## src/rtl/ex_issue.sv

```systemverilog
// ex_issue -- execute-stage issue/output register pair with operand forwarding.
//
// Two pipeline registers sit around an external combinational ALU:
//   ISSUE holds a decoded instruction with its operands already resolved and
//         drives the ALU directly (alu_src_a/alu_src_b/alu_control).
//   OUT   captures the ALU result and destination register for the MEM stage.
// Operands are resolved once, at transfer time, using the youngest producer
// first: the result being captured into OUT at the same edge, then the OUT
// register, then the MEM and WB writeback candidates, then the register file.
//
// Ports:
//   clk, reset                       clock, asynchronous active-high reset
//   in_valid/in_ready                decoded-instruction handshake from ID
//   in_op, in_rs_a, in_rs_b, in_rd   opcode and register indices
//   in_val_a, in_val_b, in_imm       register-file operands and immediate
//   in_use_imm                       operand B comes from in_imm, never forwarded
//   fwd_mem_*, fwd_wb_*              writeback candidates from MEM and WB
//   alu_src_a, alu_src_b, alu_control, alu_result   external ALU interface
//   out_valid/out_ready, out_result, out_rd         result handshake toward MEM
//   flush                            synchronous kill of ISSUE and OUT
//   bad_op                           sticky illegal-opcode flag, cleared by reset
//
// Parameter FWD_EN: 1 enables forwarding, 0 always uses in_val_a/in_val_b.

module ex_issue #(
  parameter int unsigned FWD_EN = 1
) (
  input  logic        clk,
  input  logic        reset,

  input  logic        in_valid,
  output logic        in_ready,
  input  logic [4:0]  in_op,
  input  logic [4:0]  in_rs_a,
  input  logic [4:0]  in_rs_b,
  input  logic [4:0]  in_rd,
  input  logic [31:0] in_val_a,
  input  logic [31:0] in_val_b,
  input  logic [31:0] in_imm,
  input  logic        in_use_imm,

  input  logic        fwd_mem_valid,
  input  logic [4:0]  fwd_mem_rd,
  input  logic [31:0] fwd_mem_data,
  input  logic        fwd_wb_valid,
  input  logic [4:0]  fwd_wb_rd,
  input  logic [31:0] fwd_wb_data,

  output logic [31:0] alu_src_a,
  output logic [31:0] alu_src_b,
  output logic [4:0]  alu_control,
  input  logic [31:0] alu_result,

  output logic        out_valid,
  input  logic        out_ready,
  output logic [31:0] out_result,
  output logic [4:0]  out_rd,

  input  logic        flush,
  output logic        bad_op
);

  // ALU operation codes shared with the decoder.
  localparam logic [4:0] ALU_AND = 5'h00;
  localparam logic [4:0] ALU_OR  = 5'h01;
  localparam logic [4:0] ALU_add = 5'h02;
  localparam logic [4:0] ALU_sub = 5'h06;

  // ISSUE register
  logic        issue_full_q, issue_full_d;
  logic [4:0]  issue_op_q,   issue_op_d;
  logic [31:0] issue_a_q,    issue_a_d;
  logic [31:0] issue_b_q,    issue_b_d;
  logic [4:0]  issue_rd_q,   issue_rd_d;

  // OUT register
  logic        out_full_q,   out_full_d;
  logic [31:0] out_result_q, out_result_d;
  logic [4:0]  out_rd_q,     out_rd_d;

  logic        bad_op_q,     bad_op_d;

  logic        capture;
  logic        transfer;
  logic        op_legal;
  logic [31:0] cap_result;
  logic [31:0] res_a;
  logic [31:0] res_b;

  // ---------------------------------------------------------------------------
  // Handshake
  // ---------------------------------------------------------------------------
  assign capture  = issue_full_q && (!out_full_q || out_ready);
  // reset gates in_ready so nothing is offered as accepted while held in reset
  assign in_ready = !reset && !flush && (!issue_full_q || capture);
  assign transfer = in_valid && in_ready;

  always_comb begin
    unique case (issue_op_q)
      ALU_AND, ALU_OR, ALU_add, ALU_sub: op_legal = 1'b1;
      default:                           op_legal = 1'b0;
    endcase
  end

  assign cap_result = op_legal ? alu_result : 32'h0;

  // ---------------------------------------------------------------------------
  // Operand resolution
  // ---------------------------------------------------------------------------
  // A transfer can only coincide with a capture (or an empty ISSUE), so the
  // value landing in OUT this edge is the youngest producer and wins first.
  function automatic logic [31:0] resolve(input logic [4:0] rs, input logic [31:0] rf_val);
    logic [31:0] val;
    val = rf_val;
    if (FWD_EN != 0 && rs != 5'd0) begin
      if (capture && issue_rd_q == rs) begin
        val = cap_result;
      end else if (out_full_q && out_rd_q == rs) begin
        val = out_result_q;
      end else if (fwd_mem_valid && fwd_mem_rd == rs) begin
        val = fwd_mem_data;
      end else if (fwd_wb_valid && fwd_wb_rd == rs) begin
        val = fwd_wb_data;
      end
    end
    return val;
  endfunction

  always_comb begin
    res_a = resolve(in_rs_a, in_val_a);
    res_b = in_use_imm ? in_imm : resolve(in_rs_b, in_val_b);
  end

  // ---------------------------------------------------------------------------
  // Next state
  // ---------------------------------------------------------------------------
  always_comb begin
    issue_full_d = issue_full_q;
    issue_op_d   = issue_op_q;
    issue_a_d    = issue_a_q;
    issue_b_d    = issue_b_q;
    issue_rd_d   = issue_rd_q;
    out_full_d   = out_full_q;
    out_result_d = out_result_q;
    out_rd_d     = out_rd_q;
    bad_op_d     = bad_op_q;

    if (flush) begin
      // flush beats capture; in_ready is already 0 so no transfer can occur
      issue_full_d = 1'b0;
      out_full_d   = 1'b0;
    end else begin
      if (transfer) begin
        issue_full_d = 1'b1;
        issue_op_d   = in_op;
        issue_a_d    = res_a;
        issue_b_d    = res_b;
        issue_rd_d   = in_rd;
      end else if (capture) begin
        issue_full_d = 1'b0;
      end

      if (capture) begin
        out_full_d   = 1'b1;
        out_result_d = cap_result;
        out_rd_d     = issue_rd_q;
        if (!op_legal) begin
          bad_op_d = 1'b1;
        end
      end else if (out_ready) begin
        out_full_d = 1'b0;
      end
    end
  end

  always_ff @(posedge clk or posedge reset) begin
    if (reset) begin
      issue_full_q <= 1'b0;
      issue_op_q   <= 5'h0;
      issue_a_q    <= 32'h0;
      issue_b_q    <= 32'h0;
      issue_rd_q   <= 5'h0;
      out_full_q   <= 1'b0;
      out_result_q <= 32'h0;
      out_rd_q     <= 5'h0;
      bad_op_q     <= 1'b0;
    end else begin
      issue_full_q <= issue_full_d;
      issue_op_q   <= issue_op_d;
      issue_a_q    <= issue_a_d;
      issue_b_q    <= issue_b_d;
      issue_rd_q   <= issue_rd_d;
      out_full_q   <= out_full_d;
      out_result_q <= out_result_d;
      out_rd_q     <= out_rd_d;
      bad_op_q     <= bad_op_d;
    end
  end

  // ---------------------------------------------------------------------------
  // Outputs
  // ---------------------------------------------------------------------------
  assign alu_src_a   = issue_a_q;
  assign alu_src_b   = issue_b_q;
  assign alu_control = issue_op_q;
  assign out_valid   = out_full_q;
  assign out_result  = out_result_q;
  assign out_rd      = out_rd_q;
  assign bad_op      = bad_op_q;

endmodule
```

## config.mk

```make
export PLATFORM = sky130hd
export DESIGN_NAME = ex_issue
export DESIGN_NICKNAME = d
export VERILOG_FILES = /design/src/rtl/ex_issue.sv
export SDC_FILE = /design/constraint.sdc
export NUM_CORES = 1
export LEC_CHECK = 0
export CORE_MARGIN = 1.5
export CORE_UTILIZATION = 30
export DETAILED_ROUTE_END_ITERATION = 10
export DONT_BUFFER_PORTS = 1
export SYNTH_ARGS = -nofsm -noshare
export SYNTH_HDL_FRONTEND = slang
export SYNTH_SLANG_ARGS = --single-unit
```

## constraint.sdc

```tcl
create_clock -name clk -period 11.7 [get_ports clk]
set_clock_uncertainty 0.2 [all_clocks]
set_input_delay 2.34 -clock clk [delete_from_list [all_inputs] [get_ports clk]]
set_output_delay 2.34 -clock clk [all_outputs]
set_load 0.02 [all_outputs]
```

==> results of run 1 <==
==> final cells by class <==
type | count | area, sq um | share of cell area, %
well taps | 378 | 473 | 5.18
clock inverters | 11 | 135 | 1.48
diodes | 3 | 7.51 | 0.0823
multi-input cells | 815 | 5080 | 55.6
clock buffers | 20 | 467 | 5.12
flip-flops and latches | 114 | 2850 | 31.3
inverters | 7 | 28.8 | 0.315
repair buffers | 11 | 82.6 | 0.905
==> flip-flops by register name, indices dropped and copies added (netlist names) <==
register,count
alu_control,5
alu_src_a,32
alu_src_b,32
bad_op,1
issue_full_q,1
issue_rd_q,5
out_rd,5
out_result,32
out_valid,1
==> per-stage QoR <==
stage / hold slack (ns) / power [W] / area, sq um / setup WS [ns] / util, %
finish: 0.387 / 0.00142 / 9120 / 6.28 / 33.0
global route: 0.419 / 0.00147 / 9120 / 6.27 / 33.0
CTS: 0.379 / 0.00142 / 9110 / 6.29 / 33.0
detailed placement: 0.363 / 0.000866 / 8510 / 6.29 / 30.8
global placement: 0.370 / 0.000858 / 8510 / 6.30 / 30.8
floorplan: 0.324 / 0.000787 / 8390 / 6.14 / -
==> kinds of logic after synthesis <==
group,after synthesis
buffers and inverters,98
XOR/XNOR,40
AO/OA/AOI/OAI,362
multiplexers,36
flip-flops,114
AND/OR/NAND/NOR,377
==> layer usage <==
layer	wire length (microns)	share of wire [%]	up-vias
met2	17100	47	497
met1	14400	39	4036
met5	13	0.036	-
li1	-	-	3603
met3	3990	11	93
met4	1170	3.2	2
==> cell usage after synthesis, drive strengths merged (2+ instances only) <==
cell     count  share of area [%]
and3        21                1.6
nor3         9               0.66
o221ai      26                4.1
nor2       109                5.1
nand3b       3               0.42
and2         2               0.15
xor2         8               0.83
a211oi      26                2.3
o21ai       93                5.5
o22ai       27                3.5
o2111ai     14                1.5
nor4         2               0.33
xnor2       32                3.4
or2          4               0.30
a211o       11                1.1
a311o        7               0.83
nand2      165                7.4
dfrtp      114                 34
a21oi      114                6.8
buf         40                3.6
nand4        5               0.52
o211ai       6               0.54
clkbuf      51                2.3
nand3       34                2.3
o21a        13                1.2
or3         20                1.5
a221oi       5               0.52
mux2        31                4.2
nand2b       2               0.27
a2bb2oi     17                1.8
mux2i        5               0.60
inv          7               0.31
==> worst max path at each step <==
| stage | to | cells past startpoint | from |
|---|---|---|---|
| floorplan | alu_control[0]$_DFFE_PP0P_ | 1 | reset |
| global placement | in_ready | 2 | reset |
| global route | in_ready | 2 | out_ready |
| CTS | in_ready | 2 | reset |
| detailed placement | in_ready | 2 | reset |
| finish | in_ready | 2 | reset |
==> power by group through the flow <==
stage	clock network [W]	registers, W	logic, W
final	0.000555	0.000621	0.000241
after global routing	0.000574	0.000628	0.000270
after CTS	0.000561	0.000619	0.000241
after detailed placement	0	0.000626	0.000240
after global placement	0	0.000625	0.000234
after floorplan	0	0.000592	0.000195
==> results.cfg, run 1 <==
[sta]
relSlewSlack_pct = 16.6
period_share_pct = 46.3
hold_violations = 0
worst_pin_slew_ns = 1.25
setup_violations = 0
finalMaxSlewViolations = 0
rsz0062_at_grt = false
fmax_ghz = 0.185
period_minus_slack_ns = 5.42
tns_ns = 0

[yosys]
synthMuxAreaShare_pct = 4.76
synth_top_family_by_area = compound AO/OA/AOI/OAI gates
syn-instance-count = 1027
synthAdderAreaFrac_pct = 0
yosys_most_used_dff = dfrtp_1
async_flop_share_pct = 100
syn_nets = 1257
synth_edf_count = 0
synth.distinct_cells = 52
yosysWarnings = 0
ys_seq_area_share_pct = 34.0
synth_xor_area_share_pct = 4.26
synth_area_sq_mm = 0.00839
synth_compound_area_share_pct = 30.3
yosys.area_share.simple_pct = 20.6
avgSynthCellArea_sq_um = 8.17
synth_seq_cells = 114

[placement]
dp_hpwl_mm = 24.7
io_buffers = 0
placed_cells = 1325
place_congestion = 0.882

[global_route]
gr-total-overflow = 0
use_met1_pct = 29.5
antenna_found_initial = 4
grt_pass1_vias = 8456
grt_pass1_wl_mm = 53.4
busiest_layer = met2
grtUsageMet3_pct = 9.05
grt_use_total_pct = 24.8
grt_max_degree = 77
met2_usage_pct = 39.8

[power_and_ir_drop]
p_comb_share_pct = 17.0
ir_drop_mv = 0.0678
p_int_w = 0.000902
switchingPower_w = 0.000516
power.leakage_nw = 3.61
p_clk_share_pct = 39.2
powerDensity_mw_per_mm2 = 155
power_frac_seq_pct = 43.8
p_sw_share_pct = 36.4

[finish]
nets = 1196
layout_commonest_cell = nand2_1
final_cell_mix = 164 x nand2_1, 114 x a21oi_1, 114 x dfrtp_1
final_cells = 1359
areaGrowthSynthToFinish_pct = 8.69
drive_above_1_share_pct = 13.9
fillers = 2940

[drt]
avgViaCountPerCell = 6.06
ant_nets = 0
wl_per_cell_microns = 26.9
wirelength_mm = 36.6
firstDrtPassIters = 5
first_iter_violations = 756
vias = 8231
drc = 0

[clock_network]
h-tree-depth = 4
cts_tree = done
clock_latency_ns = 0.42
cts_root_buf = clkbuf_16
cts.clk_slew.worst_paths_ns = 0.05
post-cts-setup-buffers = 0
cts_hold_buf = 0
cts_buffers = 17
clk_path_buf_depth = 2
clock-sinks = 114
cts.repair.resized = 0

[critical_path]
cp-end-kind = output port
slowest_delay_ns = 0.30
r2r_cells = 7
crit_chain = nor2_1 > and2_1
startpoint_type = input port
critical-path-top-delay-family = simple AND/OR/NAND/NOR gates
crit_type = in -> out
required_ns = 9.16
reg2reg_setup_slack_ns = 8.08
worst_r2r_endpoint = alu_src_b[12]$_DFFE_PP0P_
r2r_start = out_rd[4]$_DFFE_PP0P_
critical_path_peak_fanout = 3
critical_path_buf_inv_count = 0
critPathSlowestCell = and2_1
cp.arrival_ns = 2.88

[die]
fp-row-count = 61
die_y_microns = 170
fp.coreArea_sq_mm = 0.0276
dieArea_sq_mm = 0.0290
io_pins = 339
start_util_pct = 30.4
die_w_microns = 170

[outcome]
status = finished clean

[hold_path]
hold_path_end = out_valid$_DFFE_PP0P_
min-delay-start = issue_full_q$_DFFE_PP0P_
hp-class = reg -> reg
hold_depth = 2

[job]
cap_violations = 0
(Power assumes the default switching activity.)
==> run 2: changes to the inputs <==
==> constraint.sdc (replaced) <==
create_clock -name clk -period 4.9 [get_ports clk]
set_clock_uncertainty 0.2 [all_clocks]
set_input_delay 0.98 -clock clk [delete_from_list [all_inputs] [get_ports clk]]
set_output_delay 0.98 -clock clk [all_outputs]
set_load 0.02 [all_outputs]
==> run 2 against run 1 <==
Compared with the run above: combinational power up 150%; largest power group unchanged; non-clock buffer count up 8; first-iteration DRC count increased by 8.7%; global-route usage up 0.24 points; power is 140% higher; via count increased by 2.3%; core utilization up 0.27 points; final cell count increased by 0.81%; sequential cell count did not move.
==> results.cfg, run 2 (synthesis gave the netlist of run 1 again) <==
[critical_path]
required_ns = 4.99
critical_path_peak_fanout = 26
r2r_cells = 6
cp-end-kind = flip-flop
cp.arrival_ns = 3.15
reg2reg_setup_slack_ns = 1.89
crit_chain = xor2_1 > nor4_1 > nand3_1 > nand3b_4 > o221ai_1 > o22ai_1
startpoint = in_rs_a[1]
crit_type = in -> reg
worst_r2r_endpoint = alu_src_b[0]$_DFFE_PP0P_
r2r_start = out_valid$_DFFE_PP0P_
critPathSlowestCell = nand3b_4
crit_path_end = alu_src_a[23]$_DFFE_PP0P_
startpoint_type = input port
slowest_delay_ns = 0.73

[die]
dieArea_sq_mm = 0.0290
io_pins = 339
die_w_microns = 170
die_y_microns = 170
fp-row-count = 61
start_util_pct = 30.4
fp.coreArea_sq_mm = 0.0276

[clock_network]
cts_tree = done
cts.clk_slew.worst_paths_ns = 0.06
clk_path_buf_depth = 2
cts_root_buf = clkbuf_16
clock-sinks = 114
clock_latency_ns = 0.42
cts_buffers = 17
post-cts-setup-buffers = 0
cts.repair.resized = 0
cts_hold_buf = 0
h-tree-depth = 4

[global_route]
met2_usage_pct = 39.6
grt_max_degree = 63
grt_pass1_vias = 8057
antenna_found_initial = 4
use_met1_pct = 31.9
grtUsageMet3_pct = 6.79
grt_use_total_pct = 25.0
grt_pass1_wl_mm = 53.4
busiest_layer = met2
gr-total-overflow = 0

[placement]
placed_cells = 1333
io_buffers = 0
dp_hpwl_mm = 25.5
place_congestion = 0.878

[finish]
final_cells = 1370
layout_commonest_cell = nand2_1
drive_above_1_share_pct = 14.7
final_cell_mix = 164 x nand2_1, 114 x a21oi_1, 114 x dfrtp_1
fillers = 2966
nets = 1204
areaGrowthSynthToFinish_pct = 9.59

[power_and_ir_drop]
power.total_w = 0.00339
ir_drop_mv = 0.177
powerDensity_mw_per_mm2 = 368
power.leakage_nw = 3.64

[sta]
relSlewSlack_pct = 25.6
fmax_ghz = 0.327
hold_violations = 0
whs_ns = 0.364
period_share_pct = 62.4
finalMaxSlewViolations = 0
rsz0062_at_grt = false
setup_violations = 0
period_minus_slack_ns = 3.06
tns_ns = 0
worst_pin_slew_ns = 1.11

[job]
cap_violations = 0

[drt]
firstDrtPassIters = 5
drc = 0
wirelength_mm = 37.3
vias = 8421
wl_per_cell_microns = 27.2
ant_nets = 0
avgViaCountPerCell = 6.15
first_iter_violations = 822

[hold_path]
hp-class = reg -> reg

[outcome]
status = finished clean
==> run 2: cell count changes in the layout (fill, tap and decap cells not counted) <==
cell / previous run / this run
buf_12: 0 / 1
clkinv_2: 6 / 3
bufinv_16: 3 / 2
clkinvlp_4: 2 / 3
diode_2: 3 / 5
buf_4: 11 / 18
clkinv_4: 0 / 4
==> run 2: worst max-delay path, delay by kind of cell <==
family           cells  cell delay, ns
AO/OA/AOI/OAI        2            0.51
AND/OR/NAND/NOR      3            1.50
XOR/XNOR             1            0.14
==> run 2: where the power goes <==
part	switching, W	internal, W	leakage (nW)	total (W)
combinational	0.000358	0.000242	1.91	0.000600
clock	0.000518	0.000790	0.288	0.00131
sequential	0.000389	0.00109	1.44	0.00148
==> run 2: through the flow <==
step,setup slack [ns],area [sq um],utilization [%]
after floorplan,0.704,8390,-
after global placement,1.50,8590,31.1
after detailed placement,1.44,8590,31.1
after CTS,1.87,9190,33.2
after global routing,1.73,9190,33.3
final,1.84,9200,33.3
==> run 2: final cells by class <==
class | count | area (sq um) | area share (%)
multi-input cells | 815 | 5080 | 55.2
diodes | 5 | 12.5 | 0.136
well taps | 378 | 473 | 5.14
clock buffers | 20 | 467 | 5.07
inverters | 7 | 28.8 | 0.313
repair buffers | 19 | 155 | 1.69
clock inverters | 12 | 133 | 1.44
flip-flops and latches | 114 | 2850 | 31.0
==> run 2: routing by layer <==
metal / wire length [microns] / vias to the layer above / part of all wire [%]
met4: 1120 / 0 / 3.0
met3: 4080 / 93 / 11
met1: 14800 / 4108 / 40
met2: 17300 / 590 / 46
li1: - / 3630 / -
met5: 0 / - / 0
==> run 2: how the worst min path moves through the flow <==
stage | endpoint | startpoint | cells after the start | slack [ns]
floorplan | issue_rd_q[4]$_DFFE_PP0P_ | issue_rd_q[4]$_DFFE_PP0P_ | 2 | 0.32
global placement | out_valid$_DFFE_PP0P_ | issue_full_q$_DFFE_PP0P_ | 2 | 0.35
detailed placement | out_valid$_DFFE_PP0P_ | issue_full_q$_DFFE_PP0P_ | 2 | 0.35
CTS | out_valid$_DFFE_PP0P_ | issue_full_q$_DFFE_PP0P_ | 2 | 0.36
global route | out_valid$_DFFE_PP0P_ | issue_full_q$_DFFE_PP0P_ | 2 | 0.37
finish | out_valid$_DFFE_PP0P_ | issue_full_q$_DFFE_PP0P_ | 2 | 0.36
